## config.mk

```make
export PLATFORM = sky130hd
export DESIGN_NAME = free_slot_allocator
export DESIGN_NICKNAME = d
export VERILOG_FILES = /design/src/rtl/free_slot_allocator.sv
export SDC_FILE = /design/constraint.sdc
export NUM_CORES = 1
export LEC_CHECK = 0
export CAP_MARGIN = 25
export CORE_UTILIZATION = 40
export CTS_CLUSTER_SIZE = 12
export DETAILED_ROUTE_END_ITERATION = 7
export PLACE_DENSITY = 0.61
export SETUP_SLACK_MARGIN = 0.3
export SYNTH_ARGS = -nofsm -noshare
export SYNTH_HDL_FRONTEND = slang
export SYNTH_SLANG_ARGS = --single-unit
```

## constraint.sdc

```tcl
create_clock -name clk -period 10.6 [get_ports clk]
set_input_delay 3.18 -clock clk [delete_from_list [all_inputs] [get_ports clk]]
set_output_delay 3.18 -clock clk [all_outputs]
set_load 0.05 [all_outputs]
```

## src/rtl/free_slot_allocator.sv

```systemverilog
// Free-slot bitmap allocator: offers the lowest NUM_ALLOC free indices each cycle, accepts NUM_FREE releases.
// Optional protocol checking (OUT_protoErr, illegal-op dropping) under `FREE_SLOT_ALLOC_CHECK_EN`.

module free_slot_priority_encoder #(
    parameter int BITS = 32,
    parameter int N    = 2,
    parameter int W    = 5
) (
    input  logic [BITS-1:0]     bits,
    output logic [N-1:0][W-1:0] idx,
    output logic [N-1:0]        valid
);
    logic [BITS-1:0] rem;

    // Peel off the lowest set bit N times; unfound ports stay at idx 0, invalid.
    always_comb begin
        rem   = bits;
        idx   = '0;
        valid = '0;
        for (int n = 0; n < N; n++) begin
            for (int b = BITS - 1; b >= 0; b--) begin
                if (rem[b]) begin
                    idx[n]   = W'(b);
                    valid[n] = 1'b1;
                end
            end
            if (valid[n]) rem[idx[n]] = 1'b0;
        end
    end
endmodule

module free_slot_allocator #(
    parameter int  SIZE      = 32,
    parameter int  NUM_ALLOC = 2,
    parameter int  NUM_FREE  = 2,
    localparam int IDX_W     = $clog2(SIZE),
    localparam int CNT_W     = $clog2(SIZE + 1)
) (
    input  logic                                clk,
    input  logic                                rst,
    input  logic                                IN_flush,
    input  logic [NUM_ALLOC-1:0]                IN_allocReq,
    output logic [NUM_ALLOC-1:0][IDX_W-1:0]     OUT_allocIdx,
    output logic [NUM_ALLOC-1:0]                OUT_allocValid,
    input  logic [NUM_FREE-1:0]                 IN_freeValid,
    input  logic [NUM_FREE-1:0][IDX_W-1:0]      IN_freeIdx,
    output logic [CNT_W-1:0]                    OUT_freeCount
`ifdef FREE_SLOT_ALLOC_CHECK_EN
    ,
    output logic                                OUT_protoErr
`endif
);
    logic [SIZE-1:0]                    free_q, free_n, alloc_mask, free_mask;
    logic [NUM_ALLOC-1:0]               take;
    logic [NUM_FREE-1:0]                rel_ok;
    logic                               warm_q;
    logic [NUM_ALLOC-1:0][IDX_W-1:0]    pe_idx;
    logic [NUM_ALLOC-1:0]               pe_vld;
    logic [CNT_W-1:0]                   cnt_n;

`ifdef FREE_SLOT_ALLOC_CHECK_EN
    logic err_n, err_q, pre, dup;

    // A port takes its offer only if valid and every lower port took too.
    always_comb begin
        take   = '0;
        rel_ok = '0;
        err_n  = 1'b0;
        pre    = 1'b1;
        dup    = 1'b0;
        for (int i = 0; i < NUM_ALLOC; i++) begin
            take[i] = IN_allocReq[i] & OUT_allocValid[i] & pre;
            pre     = take[i];
            if (IN_allocReq[i] && !take[i]) err_n = 1'b1;
        end
        for (int k = 0; k < NUM_FREE; k++) begin
            dup = 1'b0;
            for (int j = 0; j < k; j++)
                if (IN_freeValid[j] && IN_freeIdx[j] == IN_freeIdx[k]) dup = 1'b1;
            if (IN_freeValid[k]) begin
                if (int'(IN_freeIdx[k]) >= SIZE || dup || free_q[IN_freeIdx[k]])
                    err_n = 1'b1;
                else
                    rel_ok[k] = 1'b1;
            end
        end
    end

    always_ff @(posedge clk) begin
        if (rst) err_q <= 1'b0;
        else     err_q <= err_q | err_n;
    end

    assign OUT_protoErr = err_q;
`else
    always_comb begin
        take   = IN_allocReq;
        rel_ok = IN_freeValid;
    end
`endif

    always_comb begin
        alloc_mask = '0;
        free_mask  = '0;
        for (int i = 0; i < NUM_ALLOC; i++)
            if (take[i]) alloc_mask[OUT_allocIdx[i]] = 1'b1;
        for (int k = 0; k < NUM_FREE; k++)
            if (rel_ok[k]) free_mask[IN_freeIdx[k]] = 1'b1;
        free_n = IN_flush ? '1 : ((free_q & ~alloc_mask) | free_mask);
    end

    always_comb begin
        cnt_n = '0;
        for (int b = 0; b < SIZE; b++) cnt_n = cnt_n + CNT_W'(free_n[b]);
    end

    free_slot_priority_encoder #(.BITS(SIZE), .N(NUM_ALLOC), .W(IDX_W)) u_pe (
        .bits  (free_n),
        .idx   (pe_idx),
        .valid (pe_vld)
    );

    // Offers are computed from the next-state bitmap so back-to-back grants need no bubble;
    // warm_q holds them off for the first cycle out of reset.
    always_ff @(posedge clk) begin
        if (rst) begin
            free_q         <= '1;
            warm_q         <= 1'b0;
            OUT_allocIdx   <= '0;
            OUT_allocValid <= '0;
            OUT_freeCount  <= CNT_W'(SIZE);
        end else begin
            free_q        <= free_n;
            warm_q        <= 1'b1;
            OUT_freeCount <= cnt_n;
            if (warm_q) begin
                OUT_allocIdx   <= pe_idx;
                OUT_allocValid <= pe_vld;
            end
        end
    end
endmodule
```

==> impl_metrics.toml <==
[detailed_routing]
vias_per_cell = 6.488
wl_mm = 18.13
drc = 0
via_count = 5132
final_antenna_net_count = 0
drtIter0Drc = 549
drtPass1Iterations = 7
wl_per_cell_um = 22.92

[placement]
place_congestion = 0.9281
placed_cells = 784
portBuffers = 34
hpwl_mm = 14.11

[timing]
fin_setup_tns_ps = 0
fmax_mhz = 111.3
rsz0062_at_grt = "false"
skew_ps = 9.908
finalHoldViolCount = 0
period_needed_ps = 8985
fin_crit_sh_pct = 84.76
drv_slew = 0
final-setup-viol-count = 0
relSlewSlack_pct = 32.95
worst_slew_pin_slew_ps = 999.0

[cells_and_area]
mostFrequentLayoutCells = "98 x nand2_1, 51 x dfxtp_1, 34 x clkdlybuf4s50_1, 33 x o22ai_1"
antenna_cells = 0
final_layout_size_suffix_gt1_share_pct = 12.04
layout.nets = 671
areaGrowthSynthToFinish_pct = 13.54
fin_cells = 791
layout_commonest_cell = "nand2_1"

[clock_network]
htree_levels = 2
clock-root-buffer = "clkbuf_16"
cts_made_buffers = 5
ctsHoldBuffers = 0
clock_path_buffers = 2
cts_resized = 0
cts_setup_buffers = 0
cts_num_sinks = 51
worstSkewPairLatency_ps = 300
clkTransAtPathRegs_ps = 70
tritoncts = "done"

[logic_synthesis]
synth-simple-area-share_pct = 29.40
synthArstFlopShare_pct = 0
synth_top_family_by_area = "compound AO/OA/AOI/OAI gates"
synth-edff-count = 0
synth_nets = 645
netlist_instances = 597
ys_ff_latch = 51
synthFlopType = "dfxtp_1"
synth_seq_area_share_pct = 20.61
ys_types = 88
synth_compound_area_share_pct = 31.67
yosys_warnings = 0
synth_xor_area_share_pct = 0.7072
synthAdderAreaFrac_pct = 11.47
postSynthAreaPerCell_um2 = 8.297
synth_mux_area_share_pct = 0.6062
syn-cell-area_um2 = 4954

[critical_path]
crit_top_cell = "fa_1"
crit_chain = "clkdlybuf4s50_1 -> nor4b_2 -> a22oi_1 -> a211oi_2 -> fa_1 -> fa_1 -> inv_1 -> fa_1 -> fa_1 -> fa_1 -> inv_1 -> fa_1 -> inv_1 -> ha_1 -> inv_1 -> fa_1 -> inv_1 -> a21o_1 -> a21oi_1 -> xor2_1 -> nor2_1"
critical_path_class = "in2reg"
critical-path-max-stage-delay_ps = 560
cp_slowest_cell = "clkdlybuf4s50_1"
worst_setup_path_start_kind = "input port"
arrival_ps = 9170
crit_required_ps = 10790
critical_path.endpoint_type = "flop"
crit_fanout = 8

[floorplanning]
die-area_um2 = 12830
rows = 40
core_area_um2 = 12060
io_pins = 35
die_w_um = 113.3
start_util_pct = 41.07
fp.dieH_um = 113.3

[run]
cap_violations = 0

[global_routing]
grt_max_degree = 37
antenna_found_initial = 0
grt_pass1_vias = 4937
grt_usage_pct = 28.88
grt_pass1_wl_mm = 28.04
grt_remaining_overflow = 0

[pwr]
peakVddDrop_mv = 0.04856
power.density_nw_per_um2 = 86.92
power_mw = 0.4889
p_leak_nw = 1.737

[status]
status = "completed"

[min_path]
hp-class = "reg2reg"
-- final cells by class --
| cell class | count | area (um^2) |
|---|---|---|
| fill | 1169 | 6437 |
| multi-input combinational | 478 | 3659 |
| sequential | 51 | 1021 |
| timing repair buffer | 42 | 400.4 |
| tap | 168 | 210.2 |
| inverter | 45 | 171.4 |
| clock buffer | 5 | 125.1 |
| clock inverter | 2 | 37.54 |
-- synth_stat cells, types with 4 or more instances --
master / number / area share (%)
a2111oi_0: 5 / 0.88
a211o_1: 8 / 1.4
a211oi_1: 8 / 1.2
a21oi_1: 25 / 2.5
a22oi_1: 7 / 1.1
a311o_1: 11 / 2.2
a311oi_1: 4 / 0.71
a311oi_2: 8 / 2.4
a31oi_1: 5 / 0.63
a41oi_1: 4 / 0.71
and2_1: 5 / 0.63
and4b_1: 5 / 1.0
and4bb_2: 4 / 1.0
buf_2: 7 / 0.71
clkbuf_1: 11 / 0.83
dfxtp_1: 51 / 21
fa_1: 24 / 9.7
ha_1: 7 / 1.8
inv_1: 31 / 2.3
inv_2: 12 / 0.91
nand2_1: 98 / 7.4
nand2b_1: 15 / 1.9
nand3_1: 7 / 0.71
nand4_1: 8 / 1.0
nand4b_1: 8 / 1.4
nand4bb_1: 6 / 1.4
nor2_1: 31 / 2.3
nor2b_1: 11 / 1.4
nor3_1: 8 / 0.81
nor4_1: 5 / 0.63
o211ai_1: 11 / 1.7
o21a_1: 5 / 0.76
o21ai_0: 10 / 1.0
o22ai_1: 33 / 4.2
o31ai_1: 5 / 0.76
or4_1: 4 / 0.61
-- registers in the layout, indices dropped and copies added, names as in the netlist --
name,cells
OUT_allocValid,2
free_q,32
warm_q,1
OUT_allocIdx,10
OUT_freeCount,6
-- per-layer routing --
| layer | routed length, um | up-vias | global-route usage, % |
|---|---|---|---|
| met5 | 0 | - | 0 |
| met4 | 688 | 0 | 13.86 |
| met1 | 7840 | 2487 | 37.20 |
| met3 | 1285 | 45 | 4.981 |
| met2 | 8317 | 278 | 46.91 |
| li1 | - | 2322 | - |
-- worst max-delay path, delay by kind of cell --
kind,cells,cell delay [ps]
adders and majority gates,8,3380
AOI/OAI and AO/OA,4,1080
buffers and inverters,6,820
and+or+nand+nor,2,560
xor gates and xnor gates,1,160
-- cells by family (layout without fill, tap and decap cells) --
| group | Yosys count | after routing |
|---|---|---|
| AOI/OAI and AO/OA | 191 | 191 |
| adders and majority gates | 31 | 31 |
| buffers and inverters | 68 | 94 |
| xor gates and xnor gates | 4 | 4 |
| DFF | 51 | 51 |
| and+or+nand+nor | 249 | 249 |
| muxes | 3 | 3 |
-- stage by stage --
step	hold WS (ps)	setup WS [ps]	util, %	cell area (um^2)
2_1_floorplan	497.7	2176	-	4954
6_report	525.0	1615	46.63	5624
3_5_place_dp	519.8	1346	45.28	5461
5_1_grt	544.8	1314	46.63	5624
3_3_place_gp	499.3	1442	45.28	5461
4_1_cts	529.7	1663	46.63	5624
-- worst paths after layout --
| path | startpoint | endpoint | slack (ps) | cells past startpoint |
|---|---|---|---|---|
| setup / recovery | IN_allocReq[1] | OUT_freeCount[4]$_SDFF_PP0_ | 1620 | 21 |
| hold / removal | OUT_allocValid[0]$_SDFFE_PP0P_ | OUT_allocValid[0]$_SDFFE_PP0P_ | 530 | 2 |
| setup reg to reg | OUT_allocIdx[5]$_SDFFE_PP0P_ | OUT_freeCount[4]$_SDFF_PP0_ | 4290 | 20 |
| hold reg to reg | OUT_allocValid[0]$_SDFFE_PP0P_ | OUT_allocValid[0]$_SDFFE_PP0P_ | 530 | 2 |
-- report_power, final --
part	switching (mW)	internal (mW)
Sequential	0.00336	0.197
Clock	0.0772	0.110
Combinational	0.0664	0.0344
Total	0.147	0.342
(Power assumes the default switching activity.)
